--- src/rtl/rs232_pkg.sv ---
// Shared RS-232 definitions: line FSM state encoding and bit-period computation.
// Used by both the TX and RX sides of the UART.
package rs232_pkg;

    typedef enum logic [1:0] {
        IDLE  = 2'd0,
        START = 2'd1,
        DATA  = 2'd2,
        STOP  = 2'd3
    } rs232_state_t;

    localparam int HZ_PER_MHZ = 1000000;

    // Clocks per line bit, truncated toward zero.
    function automatic int bit_div(input int mhz_i, input int baud_i);
        return (mhz_i * HZ_PER_MHZ) / baud_i;
    endfunction

endpackage

--- src/rtl/rs232_fifo.sv ---
// Byte FIFO with occupancy count; head is visible combinationally, pop takes effect on the next edge.
// Latency: write visible in count one edge later; a push while full is dropped unless a pop happens that cycle.
module rs232_fifo #(
    parameter int depth = 16,
    parameter int width = 8
) (
    input  logic                   clock,
    input  logic                   reset,
    input  logic                   push_vld,
    input  logic [width-1:0]       push_dat,
    input  logic                   pop_vld,
    output logic [width-1:0]       head_dat,
    output logic [$clog2(depth):0] count,
    output logic                   full,
    output logic                   empty,
    output logic                   overflow
);
    localparam int AW = $clog2(depth);

    logic [width-1:0] mem [depth];
    logic [AW-1:0]    wr_ptr;
    logic [AW-1:0]    rd_ptr;
    logic             wr_en;
    logic             rd_en;

    assign empty    = (count == '0);
    assign full     = (count == (AW+1)'(depth));
    assign rd_en    = pop_vld && !empty;
    // A pop in the same cycle frees the slot, so a full FIFO can still take the write.
    assign wr_en    = push_vld && (!full || rd_en);
    assign overflow = push_vld && full && !rd_en;
    assign head_dat = mem[rd_ptr];

    always_ff @(posedge clock) begin
        if (wr_en) begin
            mem[wr_ptr] <= push_dat;
        end
    end

    always_ff @(posedge clock or negedge reset) begin
        if (!reset) begin
            wr_ptr <= '0;
            rd_ptr <= '0;
            count  <= '0;
        end else begin
            if (wr_en) begin
                wr_ptr <= wr_ptr + AW'(1);
            end
            if (rd_en) begin
                rd_ptr <= rd_ptr + AW'(1);
            end
            unique case ({wr_en, rd_en})
                2'b10:   count <= count + (AW+1)'(1);
                2'b01:   count <= count - (AW+1)'(1);
                default: count <= count;
            endcase
        end
    end

endmodule

--- src/rtl/rs232_tx_fifo.sv ---
// Buffered RS-232 8N1 transmitter: bytes queue in a FIFO and are sent back-to-back on a registered TXD.
// Latency: TXD falls on the 2nd edge after a write into an idle, empty path; writes to a full FIFO are dropped with tx_overflow.
module rs232_tx_fifo
    import rs232_pkg::*;
#(
    parameter int baud  = 9600,
    parameter int mhz   = 50,
    parameter int depth = 16
) (
    input  logic                   clock,
    input  logic                   reset,
    input  logic                   tx_vld,
    input  logic [7:0]             transmit_data,
    output logic                   tx_full,
    output logic                   tx_overflow,
    output logic [$clog2(depth):0] fifo_count,
    output logic                   tx_busy,
    output logic                   RS232_DCE_TXD
);
    localparam int DIV   = bit_div(mhz, baud);
    localparam int CNT_W = $clog2(DIV + 1);

    rs232_state_t     state_q;
    rs232_state_t     state_d;
    logic [CNT_W-1:0] cnt_q;
    logic [CNT_W-1:0] cnt_d;
    logic [2:0]       idx_q;
    logic [2:0]       idx_d;
    logic [7:0]       shift_q;
    logic [7:0]       shift_d;
    logic             txd_q;
    logic             txd_d;
    logic             pop;
    logic             bit_done;
    logic             fifo_empty;
    logic [7:0]       head_dat;

    rs232_fifo #(
        .depth (depth),
        .width (8)
    ) u_fifo (
        .clock    (clock),
        .reset    (reset),
        .push_vld (tx_vld),
        .push_dat (transmit_data),
        .pop_vld  (pop),
        .head_dat (head_dat),
        .count    (fifo_count),
        .full     (tx_full),
        .empty    (fifo_empty),
        .overflow (tx_overflow)
    );

    assign bit_done      = (cnt_q == CNT_W'(DIV - 1));
    assign tx_busy       = (state_q != IDLE);
    assign RS232_DCE_TXD = txd_q;

    // TXD is computed from the next state so the register holds each bit for exactly DIV clocks.
    always_comb begin
        state_d = state_q;
        cnt_d   = cnt_q + CNT_W'(1);
        idx_d   = idx_q;
        shift_d = shift_q;
        txd_d   = txd_q;
        pop     = 1'b0;
        unique case (state_q)
            IDLE: begin
                cnt_d = '0;
                txd_d = 1'b1;
                if (!fifo_empty) begin
                    pop     = 1'b1;
                    shift_d = head_dat;
                    state_d = START;
                    txd_d   = 1'b0;
                end
            end
            START: begin
                if (bit_done) begin
                    cnt_d   = '0;
                    idx_d   = 3'd0;
                    state_d = DATA;
                    txd_d   = shift_q[0];
                end
            end
            DATA: begin
                if (bit_done) begin
                    cnt_d = '0;
                    if (idx_q == 3'd7) begin
                        state_d = STOP;
                        txd_d   = 1'b1;
                    end else begin
                        idx_d = idx_q + 3'd1;
                        txd_d = shift_q[idx_q + 3'd1];
                    end
                end
            end
            STOP: begin
                if (bit_done) begin
                    cnt_d = '0;
                    if (!fifo_empty) begin
                        pop     = 1'b1;
                        shift_d = head_dat;
                        state_d = START;
                        txd_d   = 1'b0;
                    end else begin
                        state_d = IDLE;
                        txd_d   = 1'b1;
                    end
                end
            end
            default: begin
                state_d = IDLE;
                cnt_d   = '0;
                txd_d   = 1'b1;
            end
        endcase
    end

    always_ff @(posedge clock or negedge reset) begin
        if (!reset) begin
            state_q <= IDLE;
            cnt_q   <= '0;
            idx_q   <= '0;
            shift_q <= '0;
            txd_q   <= 1'b1;
        end else begin
            state_q <= state_d;
            cnt_q   <= cnt_d;
            idx_q   <= idx_d;
            shift_q <= shift_d;
            txd_q   <= txd_d;
        end
    end

endmodule
--- config.mk ---
export PLATFORM = sky130hd
export DESIGN_NAME = rs232_tx_fifo
export DESIGN_NICKNAME = d
export VERILOG_FILES = /design/src/rtl/rs232_pkg.sv /design/src/rtl/rs232_fifo.sv /design/src/rtl/rs232_tx_fifo.sv
export SDC_FILE = /design/constraint.sdc
export NUM_CORES = 1
export LEC_CHECK = 0
export ABC_AREA = 1
export CAP_MARGIN = 20
export CORE_MARGIN = 3
export CORE_UTILIZATION = 30
export CTS_BUF_LIST = sky130_fd_sc_hd__clkbuf_4
export DETAILED_ROUTE_END_ITERATION = 10
export SKIP_LAST_GASP = 1
export SYNTH_ARGS = -nofsm -noshare
export SYNTH_HDL_FRONTEND = slang
export SYNTH_SLANG_ARGS = --single-unit
--- constraint.sdc ---
create_clock -name clock -period 4.05 [get_ports clock]
set_input_delay 0.405 -clock clock [delete_from_list [all_inputs] [get_ports clock]]
set_output_delay 0.405 -clock clock [all_outputs]
set_load 0.05 [all_outputs]
Word level (Yosys, flattened, before mapping)
Memory sizes are Yosys's and may differ from the RTL's.
Cells that the tools add are included.
{"block": "op_classes", "add_sub_neg": 6, "n_lt_le_gt_ge": 1, "n_eq_ne": 14, "n_mux": 30, "n_reduce_logical": 19}
{"cell": "13-bit one-hot mux with 2 select lines", "count": 1}
{"cell": "8-bit 2-to-1 mux", "count": 2}
{"cell": "8-bit one-hot mux with 2 select lines", "count": 1}
{"cell": "13-bit by 1-bit adder with 13-bit output, second input constant", "count": 1}
{"cell": "13-bit == test, second input constant", "count": 1}
{"cell": "13-bit 2-to-1 mux", "count": 1}
{"cell": "2-bit inequality test, second input constant", "count": 6}
{"cell": "1-bit 2-to-1 mux", "count": 11}
{"cell": "2-bit 2-to-1 mux", "count": 5}
{"cell": "5-bit one-hot mux with 2 select lines", "count": 1}
{"cell": "3-bit 2-to-1 mux", "count": 3}
{"cell": "4-bit by 1-bit adder with 4-bit output, second input constant", "count": 2}
{"cell": "2-bit one-hot mux with 4 select lines", "count": 1}
{"cell": "2-bit nonzero test", "count": 4}
{"cell": "2-bit == test, second input constant", "count": 3}
{"cell": "3-bit one-hot mux with 2 select lines", "count": 1}
{"cell": "5-bit by 1-bit adder with 5-bit output, second input constant", "count": 1}
{"cell": "5-bit == test, second input constant", "count": 1}
{"cell": "5-bit zero test", "count": 1}
{"cell": "5-bit AND reduction", "count": 1}
{"cell": "5-bit by 1-bit subtractor with 5-bit output, second input constant", "count": 1}
{"cell": "2-bit by 1-bit == test with 1-bit output, second input constant", "count": 2}
{"cell": "1-bit logical AND", "count": 4}
{"cell": "3-bit by 4-bit less-than comparator with 1-bit output, second input constant", "count": 1}
{"cell": "other kinds (12)", "count": 14}
{"block": "totals", "ff_bits": 40, "ramBits": 128, "word_cells": 79, "memories": 1}
{"name": "u_fifo.mem", "words": 16, "word_bits": 8, "read_ports": 1, "rd_ports_with_merged_regs": 0, "write_ports": 1, "line_no": "rs232_fifo.sv:20", "source": "logic [width-1:0] mem [depth];"}

Logic depth before layout (Yosys ltp)
{"block": "depth", "depth_word": 9, "mapped_depth": 19, "ltp_nobuf": 18}

Cells and area by module
A second synthesis with hierarchy kept.
{"block": "hier_totals", "hier_cells": 667, "area_unflattened_um2": 7438.4}
{"mod": "rs232_fifo", "instances": 1, "cells_each": 482, "area_per_inst_um2": 5958.2, "seq_area_each_um2": 4169.0}
{"mod": "rs232_tx_fifo", "instances": 1, "cells_each": 185, "area_per_inst_um2": 1480.2, "seq_area_each_um2": 676.9}

Least setup slack after synthesis
No wires, ideal clock.
{"block": "synth_path", "kind": "flip-flop to flip-flop", "startpoint": "register u_fifo.count[2]", "endpoint": "register u_fifo.count[4]", "arrival_ns": 3.163, "required_time_ns": 3.983, "slack_ns": 0.820, "stages_incl_launch_ff": 17, "n_path_buf": 1, "synth_period_minus_slack_ns": 3.230, "cell_sequence": "dfrtp_1 > nor2_1 > nand2_1 > nor2_1 > nand2_4 > nand2_4 > buf_6 > ha_1 > xor2_1 > ha_1 > inv_1 > nand2_1 > nand3_1 > nand2_1 > xor2_1 > nand2_1 > nand2_1"}
{"block": "synth_between", "word_cells_on_any_way": 16, "classes_between": "add/sub: 2; eq/ne: 3; mux: 4; reduce/logical: 7"}
{"element": "from (decl)", "line_no": "rs232_fifo.sv:13", "source": "output logic [$clog2(depth):0] count,"}
{"element": "from (signal assigned)", "line_no": "rs232_fifo.sv:53", "source": "2'b10: count <= count + (AW+1)'(1);"}
{"element": "from (signal assigned)", "line_no": "rs232_fifo.sv:54", "source": "2'b01: count <= count - (AW+1)'(1);"}
{"element": "from (signal assigned)", "line_no": "rs232_fifo.sv:55", "source": "default: count <= count;"}
{"element": "5-bit == test (*)", "line_no": "rs232_fifo.sv:27", "source": "assign full = (count == (AW+1)'(depth));"}
{"element": "net tx_full", "line_no": "rs232_tx_fifo.sv:14", "source": "output logic tx_full,"}
{"element": "1-bit zero test (*)", "line_no": "rs232_fifo.sv:30", "source": "assign wr_en = push_vld && (!full || rd_en);"}
{"element": "1-bit logical OR (*)", "line_no": "rs232_fifo.sv:30"}
{"element": "1-bit logical AND (*)", "line_no": "rs232_fifo.sv:30"}
{"element": "2-bit by 1-bit == test with 1-bit output / 2-bit == test (equally long branches)", "line_no": "rs232_fifo.sv:52", "source": "unique case ({wr_en, rd_en})"}
{"element": "5-bit one-hot mux with 2 select lines / 2-bit nonzero test (equally long branches)"}
The timed path passes the listed nets; every way through them passes the cells marked *.
A chain may end at the register's enable or synchronous reset.

Worst setup path in the final report
{"block": "layout_path", "startpoint": "register state_q[0]", "endpoint": "output port tx_overflow"}
{"block": "layout_between", "elab_chain_cells": 5, "word_cells_on_any_way": 6, "classes_between": "eq/ne: 1; mux: 1; reduce/logical: 4"}
{"element": "from (decl)", "line_no": "rs232_tx_fifo.sv:23", "source": "rs232_state_t state_q;"}
{"element": "from (signal assigned)", "line_no": "rs232_tx_fifo.sv:127", "source": "state_q <= state_d;"}
{"element": "2-bit == test / 2-bit zero test (equally long branches)", "line_no": "rs232_tx_fifo.sv:66", "source": "unique case (state_q)"}
{"element": "1-bit one-hot mux with 2 select lines (*)", "line_no": "rs232_tx_fifo.sv:66"}
{"element": "1-bit logical AND (*)", "line_no": "rs232_fifo.sv:28", "source": "assign rd_en = pop_vld && !empty;"}
{"element": "net u_fifo.rd_en", "line_no": "rs232_fifo.sv:24", "source": "logic rd_en;"}
{"element": "1-bit zero test (*)", "line_no": "rs232_fifo.sv:31", "source": "assign overflow = push_vld && full && !rd_en;"}
{"element": "1-bit logical AND (*)", "line_no": "rs232_fifo.sv:31"}
{"element": "to (decl)", "line_no": "rs232_tx_fifo.sv:15", "source": "output logic tx_overflow,"}
Marked as above.

==> flow_summary.json <==
{
  "numCtsBuffers": 17,
  "synth_flop_cell": "edfxtp_1",
  "rrSetupSlack_ps": 1080,
  "timing.final.hold_violations": 0,
  "power_switching_mw": 2.303,
  "end_kind": "output port",
  "htree_levels": 4,
  "area_delta_synth_final_pct": 10.36,
  "peakVddDrop_mv": 0.4783,
  "cts.sinks": 168,
  "r2r-end": "u_fifo.count[4]$_DFFE_PN0P_",
  "drv_cap": 0,
  "gr-usage-all-layers_pct": 12.23,
  "routedWlPerCell_um": 14.64,
  "grt_pass1_wl_um": 25450,
  "syn_area_um2": 7575,
  "grt_pass1_vias": 4897,
  "cts_tree": "yes",
  "synth.most_common_cell": "nand2_1",
  "die_area_um2": 27190,
  "fin_setup_tns_ps": 0,
  "min_period_ps": 3321,
  "synth_top_area_share_pct": 50.74,
  "yosys_register_bits": 168,
  "grt_antenna_before_repair": 1,
  "power.total_mw": 5.433,
  "r2r_cells": 18,
  "worst_pin_slew_ps": 921.2,
  "worstPathRequired_ps": 3640,
  "arrival_ps": 2920,
  "yosys_warnings": 0,
  "io_buffers": 19,
  "fmax_mhz": 301.1,
  "clk_pin_slew_ps": 130,
  "final_net_count": 788,
  "hp-class": "register to register",
  "synth_area_leader_cell": "edfxtp_1",
  "startpoint_type": "register",
  "grt_start_max_net_pins": 67,
  "row_count": 57,
  "die_x_um": 164.9,
  "cp_max_fo": 9,
  "combPwrFrac_pct": 41.2,
  "worstSetupPathType": "register to output port",
  "synth_edf_count": 128,
  "ant_nets": 0,
  "avgSynthCellArea_um2": 10.15,
  "rsz0062_at_grt": "false",
  "synth_fp_nets": 774,
  "clk_latency_ps": 560,
  "detailed_place_hpwl_um": 9935,
  "crit_path_end": "tx_overflow",
  "via_count": 5129,
  "status": "finished, final reports clean",
  "drive_gt1_share_pct": 8.926,
  "p_clk_share_pct": 17.3,
  "drt-initial-drc-count": 288,
  "cp-startpoint": "state_q[0]$_DFFE_PN0P_",
  "yosysSeqAreaShare_pct": 63.97,
  "synthTopCellsByArea": "edfxtp_1, dfrtp_1, nand2_1, nor2_1, nand3_1",
  "period_share_pct": 81.99,
  "io_pins": 20,
  "first_pass_iters": 4,
  "yosys-top-cells-count": "nand2_1, edfxtp_1, nor2_1",
  "drt_wl_total_um": 16070,
  "fp.dieH_um": 164.9,
  "grt_overflow_total": 0,
  "p_leak_nw": 3.164,
  "place_congestion": 0.8264,
  "rr_startpoint": "state_q[0]$_DFFE_PN0P_",
  "yosys.cell_types.count": 33,
  "async_flop_share_pct": 23.81,
  "p_int_mw": 3.129,
  "p_per_area_nw_per_um2": 649.9,
  "core_um2": 24530,
  "final-setup-viol-count": 0,
  "drc": 0,
  "start_util_pct": 30.88,
  "p_sw_share_pct": 42.39,
  "slew_violations": 0,
  "viasPerCell": 4.671,
  "power_frac_seq_pct": 41.5,
  "cts_buffer_depth": 2,
  "fin_skew_ps": 28.12,
  "slew_headroom_pct": 38.59,
  "syn_inst": 746,
  "root_buffer": "clkbuf_4"
}
## cells by family after synthesis
logic type	count (synthesis)	synth area share, %
AO/OA/AOI/OAI	69	4.807
XOR/XNOR	14	1.619
adder cells (fa/ha/maj)	17	2.808
buffers and inverters	68	3.783
flip-flops	168	63.97
AND/OR/NAND/NOR	410	23.01
## layer usage
layer	part of all wire, %	up-vias	wire [um]	track usage [%]
met2	47	142	7563	19.22
met3	4.2	39	675	2.483
li1	-	2519	-	-
met4	3.3	0	524	6.557
met5	0	-	0	0
met1	45	2429	7311	15.88
## worst min path at each step
stage | start | to | slack [ps] | cells after the start
finish | cnt_q[0]$_DFF_PN0_ | cnt_q[0]$_DFF_PN0_ | 470 | 1
global route | RS232_DCE_TXD$_DFFE_PN1P_ | RS232_DCE_TXD$_DFFE_PN1P_ | 510 | 2
CTS | cnt_q[0]$_DFF_PN0_ | cnt_q[0]$_DFF_PN0_ | 470 | 1
detailed placement | cnt_q[0]$_DFF_PN0_ | cnt_q[0]$_DFF_PN0_ | 450 | 1
global placement | cnt_q[0]$_DFF_PN0_ | cnt_q[0]$_DFF_PN0_ | 450 | 1
floorplan | reset | cnt_q[0]$_DFF_PN0_ | 110 | 0
## placed cells by master, fill, tap and decap left out, types with 2 or more instances in the layout
cell               n
nand2_4            4
edfxtp_1         128
clkinv_4           3
nand2_1          181
xor2_1            11
o21ai_0           57
nor2_2            18
clkinvlp_4         2
a21oi_1            7
nor2_1           124
ha_1              17
clkdlybuf4s50_1   18
inv_6              4
nand3_1           73
xnor2_1            3
clkinv_1           5
inv_2              5
nor3_1             3
clkbuf_4          18
inv_1             30
buf_4              3
dfrtp_1           38
## sequential cells by signal (all words and copies together) (netlist names)
signal,count
idx_q,3
shift_q,8
u_fifo.wr_ptr,4
u_fifo.rd_ptr,4
state_q,2
RS232_DCE_TXD,1
u_fifo.count,5
u_fifo.mem,128
cnt_q,13
## metrics by stage
step	utilization, %	cell area [um2]	cells	worst slack [ps]	hold slack, ps
global placement	32.81	8049	1063	1201	446.9
floorplan	-	7575	746	820.2	109.4
global route	34.07	8359	1098	444.5	510.1
CTS	33.98	8337	1096	630.1	471.1
detailed placement	32.81	8049	1063	1103	452.3
finish	34.07	8359	1098	729.3	468.4
## power by group through the flow
stage	Clock, mW	Combinational, mW	Sequential, mW
CTS	0.969	2.24	2.26
global route	1.03	2.54	2.29
finish	0.939	2.24	2.26
global placement	0	2.21	2.29
floorplan	0	1.57	2.34
detailed placement	0	2.24	2.30
## layout make-up
cell class / instances / area (um2)
fill: 2477 / 16170
sequential: 168 / 4847
multi-input combinational: 510 / 2442
tap: 324 / 405.4
timing repair buffer: 24 / 237.7
inverter: 39 / 146.4
clock inverter: 14 / 142.6
clock buffer: 18 / 135.1
antenna: 1 / 2.502
## what timing repair did
item	CTS	global route
resized for setup	0	0
setup buffers	0	0
hold endpoints to repair	39	0
hold buffers	1	0
## worst max-delay path: stages (launching register included)
cell,delay (ps)
dfrtp_1,450
inv_1,110
ha_1,280
inv_1,70
nand2_2,100
nor2_1,80
nand2_4,90
clkinv_1,220
nor2_1,150
clkdlybuf4s50_1,810
No activity file was read; power rests on OpenSTA's default activity.
